**config.mk**
```make
export PLATFORM = sky130hd
export DESIGN_NAME = parking_gate_arbiter
export DESIGN_NICKNAME = d
export VERILOG_FILES = /design/src/rtl/parking_gate_arbiter.sv
export SDC_FILE = /design/constraint.sdc
export NUM_CORES = 1
export LEC_CHECK = 0
export ABC_CLOCK_PERIOD_IN_PS = 2300
export CAP_MARGIN = 20
export CORE_UTILIZATION = 40
export DETAILED_ROUTE_END_ITERATION = 7
export PLACE_DENSITY_LB_ADDON = 0.3
export SYNTH_ARGS = -nofsm -noshare
export SYNTH_HDL_FRONTEND = slang
export SYNTH_SLANG_ARGS = --single-unit
```
**constraint.sdc**
```tcl
create_clock -name clk -period 2.3 [get_ports clk]
set_clock_uncertainty 0.2 [all_clocks]
set_input_delay 0.23 -clock clk [delete_from_list [all_inputs] [get_ports clk]]
set_output_delay 0.23 -clock clk [all_outputs]
set_load 0.01 [all_outputs]
```
**src/rtl/parking_gate_arbiter.sv**
```systemverilog
// parking_gate_arbiter: arbitrates the parking lot entrance and exit gates.
// Grants at most one gate per transaction and keeps the occupancy count. Entries
// are refused when the lot is full or the day is over. Every grant is followed by
// a guard interval of HOLD_CYCLES cycles.
//
// Ports:
//   clk        system clock, rising edge
//   reset      asynchronous active-low reset
//   enter_req  entry sensor request (level, held until enter_ack)
//   exit_req   exit sensor request (level, held until exit_ack)
//   day_over   end of day; blocks new entries
//   enter_ack  one-cycle entrance grant / datapath enter strobe
//   exit_ack   one-cycle exit grant / datapath exit strobe
//   occupancy  cars currently parked
//   full       occupancy == CAPACITY
//   empty      occupancy == 0
//   busy       arbiter is not idle
module parking_gate_arbiter #(
  parameter int unsigned CAPACITY    = 3,
  parameter int unsigned CNT_W       = 2,
  parameter int unsigned HOLD_CYCLES = 2
) (
  input  logic             clk,
  input  logic             reset,
  input  logic             enter_req,
  input  logic             exit_req,
  input  logic             day_over,
  output logic             enter_ack,
  output logic             exit_ack,
  output logic [CNT_W-1:0] occupancy,
  output logic             full,
  output logic             empty,
  output logic             busy
);

  localparam int unsigned       HOLD_W    = 4;
  localparam logic [CNT_W-1:0]  CAP_V     = CNT_W'(CAPACITY);
  localparam logic [HOLD_W-1:0] HOLD_LOAD = HOLD_W'(HOLD_CYCLES - 1);

  typedef enum logic [1:0] {
    IDLE      = 2'd0,
    GRANT_IN  = 2'd1,
    GRANT_OUT = 2'd2,
    HOLD      = 2'd3
  } state_t;

  state_t            state;
  state_t            state_nxt;
  logic              last_enter;  // 1: entry served last, 0: exit served last
  logic [HOLD_W-1:0] hold_cnt;
  logic              enter_ok_c;
  logic              exit_ok_c;

  // Eligibility; only consulted while IDLE
  assign enter_ok_c = enter_req && (occupancy < CAP_V) && !day_over;
  assign exit_ok_c  = exit_req && (occupancy != '0);

  // State register
  always_ff @(posedge clk or negedge reset) begin
    if (!reset) begin
      state <= IDLE;
    end else begin
      state <= state_nxt;
    end
  end

  // Next-state logic; a tie goes to the gate not served last
  always_comb begin
    state_nxt = state;
    case (state)
      IDLE: begin
        if (enter_ok_c && exit_ok_c) begin
          state_nxt = last_enter ? GRANT_OUT : GRANT_IN;
        end else if (enter_ok_c) begin
          state_nxt = GRANT_IN;
        end else if (exit_ok_c) begin
          state_nxt = GRANT_OUT;
        end
      end
      GRANT_IN:  state_nxt = HOLD;
      GRANT_OUT: state_nxt = HOLD;
      HOLD: begin
        if (hold_cnt == '0) begin
          state_nxt = IDLE;
        end
      end
      default: state_nxt = IDLE;
    endcase
  end

  // Occupancy, fairness flag and guard counter
  always_ff @(posedge clk or negedge reset) begin
    if (!reset) begin
      occupancy  <= '0;
      last_enter <= 1'b0;
      hold_cnt   <= '0;
    end else begin
      // Count moves on the edge entering the grant, so it lines up with the ack
      if (state == IDLE && state_nxt == GRANT_IN) begin
        occupancy <= occupancy + CNT_W'(1);
      end else if (state == IDLE && state_nxt == GRANT_OUT) begin
        occupancy <= occupancy - CNT_W'(1);
      end

      if (state == GRANT_IN) begin
        last_enter <= 1'b1;
      end else if (state == GRANT_OUT) begin
        last_enter <= 1'b0;
      end

      if (state != HOLD && state_nxt == HOLD) begin
        hold_cnt <= HOLD_LOAD;
      end else if (state == HOLD && hold_cnt != '0) begin
        hold_cnt <= hold_cnt - HOLD_W'(1);
      end
    end
  end

  // Outputs decoded from the state register
  always_comb begin
    enter_ack = 1'b0;
    exit_ack  = 1'b0;
    busy      = 1'b1;
    case (state)
      IDLE:      busy      = 1'b0;
      GRANT_IN:  enter_ack = 1'b1;
      GRANT_OUT: exit_ack  = 1'b1;
      default:   busy      = 1'b1;
    endcase
  end

  assign full  = (occupancy == CAP_V);
  assign empty = (occupancy == '0);

endmodule

```
Word level (Yosys, flattened, before mapping)
Index checks and enable logic that the tools add are counted.
W data, S select, Z words.
{"block": "word_totals", "reg_bits": 9, "latch_bits": 0, "ram_bits": 0, "rom_bits": 0, "inputBits": 5, "memories": 0}
{"block": "op_classes", "add_sub_neg": 3, "mul": 0, "div": 0, "n_lt_le_gt_ge": 1, "n_eq_ne": 8, "shift": 0, "muxes": 15, "n_bitwise": 0, "n_reduce_logical": 18}
{"cell": "$mux W2", "n": 7}
{"cell": "$eq A2 B2 Y1 const B", "n": 5}
{"cell": "$logic_and A1 B1 Y1", "n": 8}
{"cell": "$mux W4", "n": 2}
{"cell": "$reduce_bool A2 Y1", "n": 4}
{"cell": "$pmux W2 S3", "n": 1}
{"cell": "$mux W1", "n": 5}
{"cell": "$eq A2 B1 Y1 const B", "n": 2}
{"cell": "$logic_not A2 Y1", "n": 2}
{"cell": "$logic_not A4 Y1", "n": 1}
{"cell": "$reduce_bool A4 Y1", "n": 1}
{"cell": "$sub A4 B1 Y4 const B", "n": 1}
{"cell": "$add A2 B1 Y2 const B", "n": 1}
{"cell": "$lt A2 B2 Y1 const B", "n": 1}
{"cell": "$ne A2 B2 Y1 const B", "n": 1}
{"cell": "$reduce_or A2 Y1", "n": 1}
{"cell": "$sub A2 B1 Y2 const B", "n": 1}
{"cell": "$logic_not A1 Y1", "n": 1}

Depth between registers and ports, before layout
{"block": "logic_depth", "depth_word": 10, "mapped_depth": 7, "mapped_depth_nobuf": 6}

Least setup slack after synthesis
No wires, ideal clock.
{"block": "synth_path", "path_type": "flip-flop to flip-flop", "start": "register occupancy[0]", "end": "register occupancy[1]", "setup_ns": 0.138, "arrival_ns": 1.707, "path_slack_ns": 0.255, "path_stages_with_launch": 7, "n_path_buf": 1, "synth_period_minus_slack_ns": 2.045, "path_cell_list": "dfrtp_1 -> buf_6 -> nor2b_1 -> o21ai_0 -> a21oi_4 -> o211a_1 -> or4_1"}
{"block": "synth_via", "elab_chain_len": 9, "word_cells_on_any_way": 19, "classes_between": "add/sub: 2; order compare: 1; eq/ne: 2; mux: 6; reduce/logical: 8"}
{"element": "from (decl)", "line": "30", "rtl": "output logic [CNT_W-1:0] occupancy,"}
{"element": "from (signal assigned)", "line": "100", "rtl": "occupancy <= occupancy + CNT_W'(1);"}
{"element": "from (signal assigned)", "line": "102", "rtl": "occupancy <= occupancy - CNT_W'(1);"}
{"element": "$lt A2 B2 Y1 / $reduce_bool A2 Y1 (equally long branches)", "line": "55, 56"}
{"element": "$logic_and A1 B1 Y1, on equally long branches", "line": "55, 56"}
{"element": "$logic_and A1 B1 Y1 / $mux W2 (equally long branches)", "line": "55, 76"}
{"element": "$mux W2 / $logic_and A1 B1 Y1 (equally long branches)", "line": "74, 72"}
{"element": "$mux W2", "line": "72", "rtl": "if (enter_ok_c && exit_ok_c) begin"}
{"element": "$pmux W2 S3", "line": "70", "rtl": "case (state)"}
{"element": "$eq A2 B1 Y1 / $eq A2 B2 Y1 (equally long branches)", "line": "99, 101"}
{"element": "$logic_and A1 B1 Y1, on equally long branches", "line": "99, 101"}
{"element": "$mux W2 / $reduce_bool A2 Y1 (equally long branches)"}
Several ways; a longest one is shown, not always the timed one. The select of a mux whose other input is x is not followed.
A chain may end at the register's enable or synchronous reset.

Final worst setup path
{"block": "layout_path", "start": "register state[0]", "end": "register occupancy[1]"}
{"block": "layout_via", "elab_chain_len": 7, "word_cells_on_any_way": 16, "classes_between": "eq/ne: 5; mux: 6; reduce/logical: 5"}
{"element": "from (decl)", "line": "47", "rtl": "state_t state;"}
{"element": "from (signal assigned)", "line": "63", "rtl": "state <= state_nxt;"}
{"element": "$mux W2", "line": "76", "rtl": "end else if (exit_ok_c) begin"}
{"element": "$mux W2", "line": "74", "rtl": "end else if (enter_ok_c) begin"}
{"element": "$mux W2", "line": "72"}
{"element": "$pmux W2 S3", "line": "70"}
{"element": "$eq A2 B1 Y1 / $eq A2 B2 Y1 (equally long branches)", "line": "99, 101"}
{"element": "$logic_and A1 B1 Y1, on equally long branches", "line": "99, 101"}
{"element": "$mux W2 / $reduce_bool A2 Y1 (equally long branches)"}
Several ways; a longest one is shown, not always the timed one.

==> metrics.cfg <==
[setup_path]
critPathSlowestCell=or4_1
path_class=reg -> reg
r2r_slack_ns=0.19
startpoint_type=flip-flop
worst_setup_path_end_kind=flip-flop
critical-path-max-stage-delay_ns=0.51
reg2regPathDepth=7
critical_path_required_ns=2.23
crit_chain=inv_1 > ha_1 > o21ai_1 > a21oi_4 > buf_4 > a211oi_1 > or4_1
crit_buf_inv=2
cp_num_cells=7
crit_family=simple AND/OR/NAND/NOR gates
critPathArrivalTime_ns=2.04
critPathMaxFanout=5

[timing]
post-route-min-period_ns=2.11
finalSetupViolCount=0
tns_ns=0
timing.fmax_mhz=474
min_period_over_period=0.918
tightest_slew_ns=0.413
relSlewSlack=0.724
grt_setup_unrepaired=no
hold_viol=0
finalMaxSlewViolations=0

[clock_tree]
cts_made_buffers=3
cts_tree=built
clockBufferDepth=2
clkSlewWorstSetupHoldPaths_ns=0.06
root_buffer=clkbuf_4
htree_levels=1
clkSinkCount=9
post_cts_buffers=0
ctsHoldBuffers=0
clk_latency_ns=0.26
cts_resized=0

[run_status]
status=finished, final reports clean

[synthesis]
synth-seq-cells=9
syn-num-nets=77
synth_edf_count=0
ys_seq_area_frac=0.359
syn_inst=66
synth_top_cell_by_area=dfrtp_1
syn_area_um2=628
avgSynthCellArea_um2=9.52
yosysTopAreaCellShare=0.359
synth_top_cells_by_area=dfrtp_1, ha_1, inv_1, xnor2_1, buf_6
yosysMostFrequentCell=dfrtp_1
ys_async_sr_fraction=1.00
ys_types=28
yosys_warnings=0
yosys-top-cells-count=dfrtp_1, inv_1, ha_1, nor2_1, a21oi_1
synthFlopType=dfrtp_1

[finish]
fill_cells=133
nNetsFinal=96
drive_gt1_frac=0.155
fin_cells=99
syn_to_final_growth_pct=27.1
n_antenna_cell=0
post-route-cell-area_um2=798
fin_util=0.577

[detailed_routing]
wl_met3_um=57
wl_met1_um=546
met2_length_um=540
drtIter0Drc=12
route.detailed.drc=0
top_layer=met4
vias=507
via_per_inst=5.12
wl_per_cell_um=11.7
drtPass1Iterations=4
wl_mm=1.15
ant_nets=0

[place]
dpl.hpwl_um=869
placed_cell_area_um2=772
place_inst=95
gp_congestion=0.734
io_buffers=11

[grt]
grt_pass1_wl_mm=2.04
gr-usage-all-layers=0.152
grt_max_degree=10
grt_pass1_vias=487
grt-ovfl-total=0
antenna_found_initial=0

[power_and_ir_drop]
total_leakage_power_uw=0.000370
vdd_ir_drop_max_v=0.000729
total_power_uw=1120
power_density_nw_per_um2=1400

[floorplanning]
rows=13
die_area_um2=1730
start_util=0.454
die_h_um=41.6
die_w_um=41.6
ios=12
coreArea_um2=1380

[min_path]
hold_class=in -> async

[flow_run]
maxCapViolations=0

-- worst register-to-register path, stage by stage, from the launching register on --
cell and delay [ns]:
dfrtp_1 0.42, inv_1 0.13, ha_1 0.23, o21ai_1 0.13, a21oi_4 0.17, buf_4 0.14
a211oi_1 0.06, or4_1 0.51
-- cell type report --
type | count | area, um^2 | area share
multi-input combinational | 48 | 354 | 0.444
sequential | 9 | 225 | 0.282
timing repair buffer | 16 | 148 | 0.185
clock buffer | 4 | 26.3 | 0.0329
inverter | 7 | 26.3 | 0.0329
tap | 15 | 18.8 | 0.0235
-- registers in the layout, summed over array words and instances, names as in the netlist --
register / cells
hold_cnt: 4
last_enter: 1
occupancy: 2
state: 2
-- layer usage --
metal | track usage | up-vias
met5 | 0 | -
met4 | 0.0387 | 0
met3 | 0.0652 | 2
met2 | 0.250 | 10
met1 | 0.181 | 234
li1 | - | 261
-- path summary, 6_finish.rpt --
path	start	endpoint
setup / recovery	state[0]$_DFF_PN0_	occupancy[1]$_DFFE_PN0P_
hold / removal	reset	state[0]$_DFF_PN0_
setup reg to reg	state[0]$_DFF_PN0_	occupancy[1]$_DFFE_PN0P_
hold reg to reg	last_enter$_DFFE_PN0P_	last_enter$_DFFE_PN0P_
max in group asynchronous	reset	hold_cnt[2]$_DFFE_PN0P_
min in group clk	last_enter$_DFFE_PN0P_	last_enter$_DFFE_PN0P_
-- per-stage QoR --
step / setup WS, ns / hold WS [ns]
2_1_floorplan: 0.255 / -0.266
3_5_place_dp: -0.0682 / 0.318
5_1_grt: 0.112 / 0.0939
4_1_cts: 0.174 / 0.0696
3_3_place_gp: -0.0281 / 0.296
6_report: 0.189 / 0.0668
-- cells by family (layout without fill, tap and decap cells) --
logic type	after synthesis	after routing	synth area share
AND/OR/NAND/NOR	23	23	0.213
AO/OA/AOI/OAI	14	14	0.153
flip-flops	9	9	0.359
buffers and inverters	9	27	0.0777
adder cells (fa/ha/maj)	6	6	0.120
XOR/XNOR	3	3	0.0418
multiplexers	2	2	0.0359
-- where the power goes --
part | switching [uW] | internal (uW) | total, uW
Clock | 55.5 | 66.9 | 122
Combinational | 322 | 372 | 694
Sequential | 73.5 | 229 | 303
-- placed cells by master (no fill, tap or decap), drive strengths merged, types with 2 or more instances in the layout --
cell type / synthesis / final
xnor2: 3 / 3
nand2b: 2 / 2
nor4b: 2 / 2
nand2: 3 / 3
mux2: 2 / 2
a21oi: 5 / 5
o21ai: 4 / 4
clkdlybuf4s50: 0 / 11
inv: 7 / 7
ha: 6 / 6
clkbuf: 0 / 4
dfrtp: 9 / 9
o21a: 2 / 2
buf: 2 / 5
nor2: 6 / 6
(Power assumes the default switching activity.)
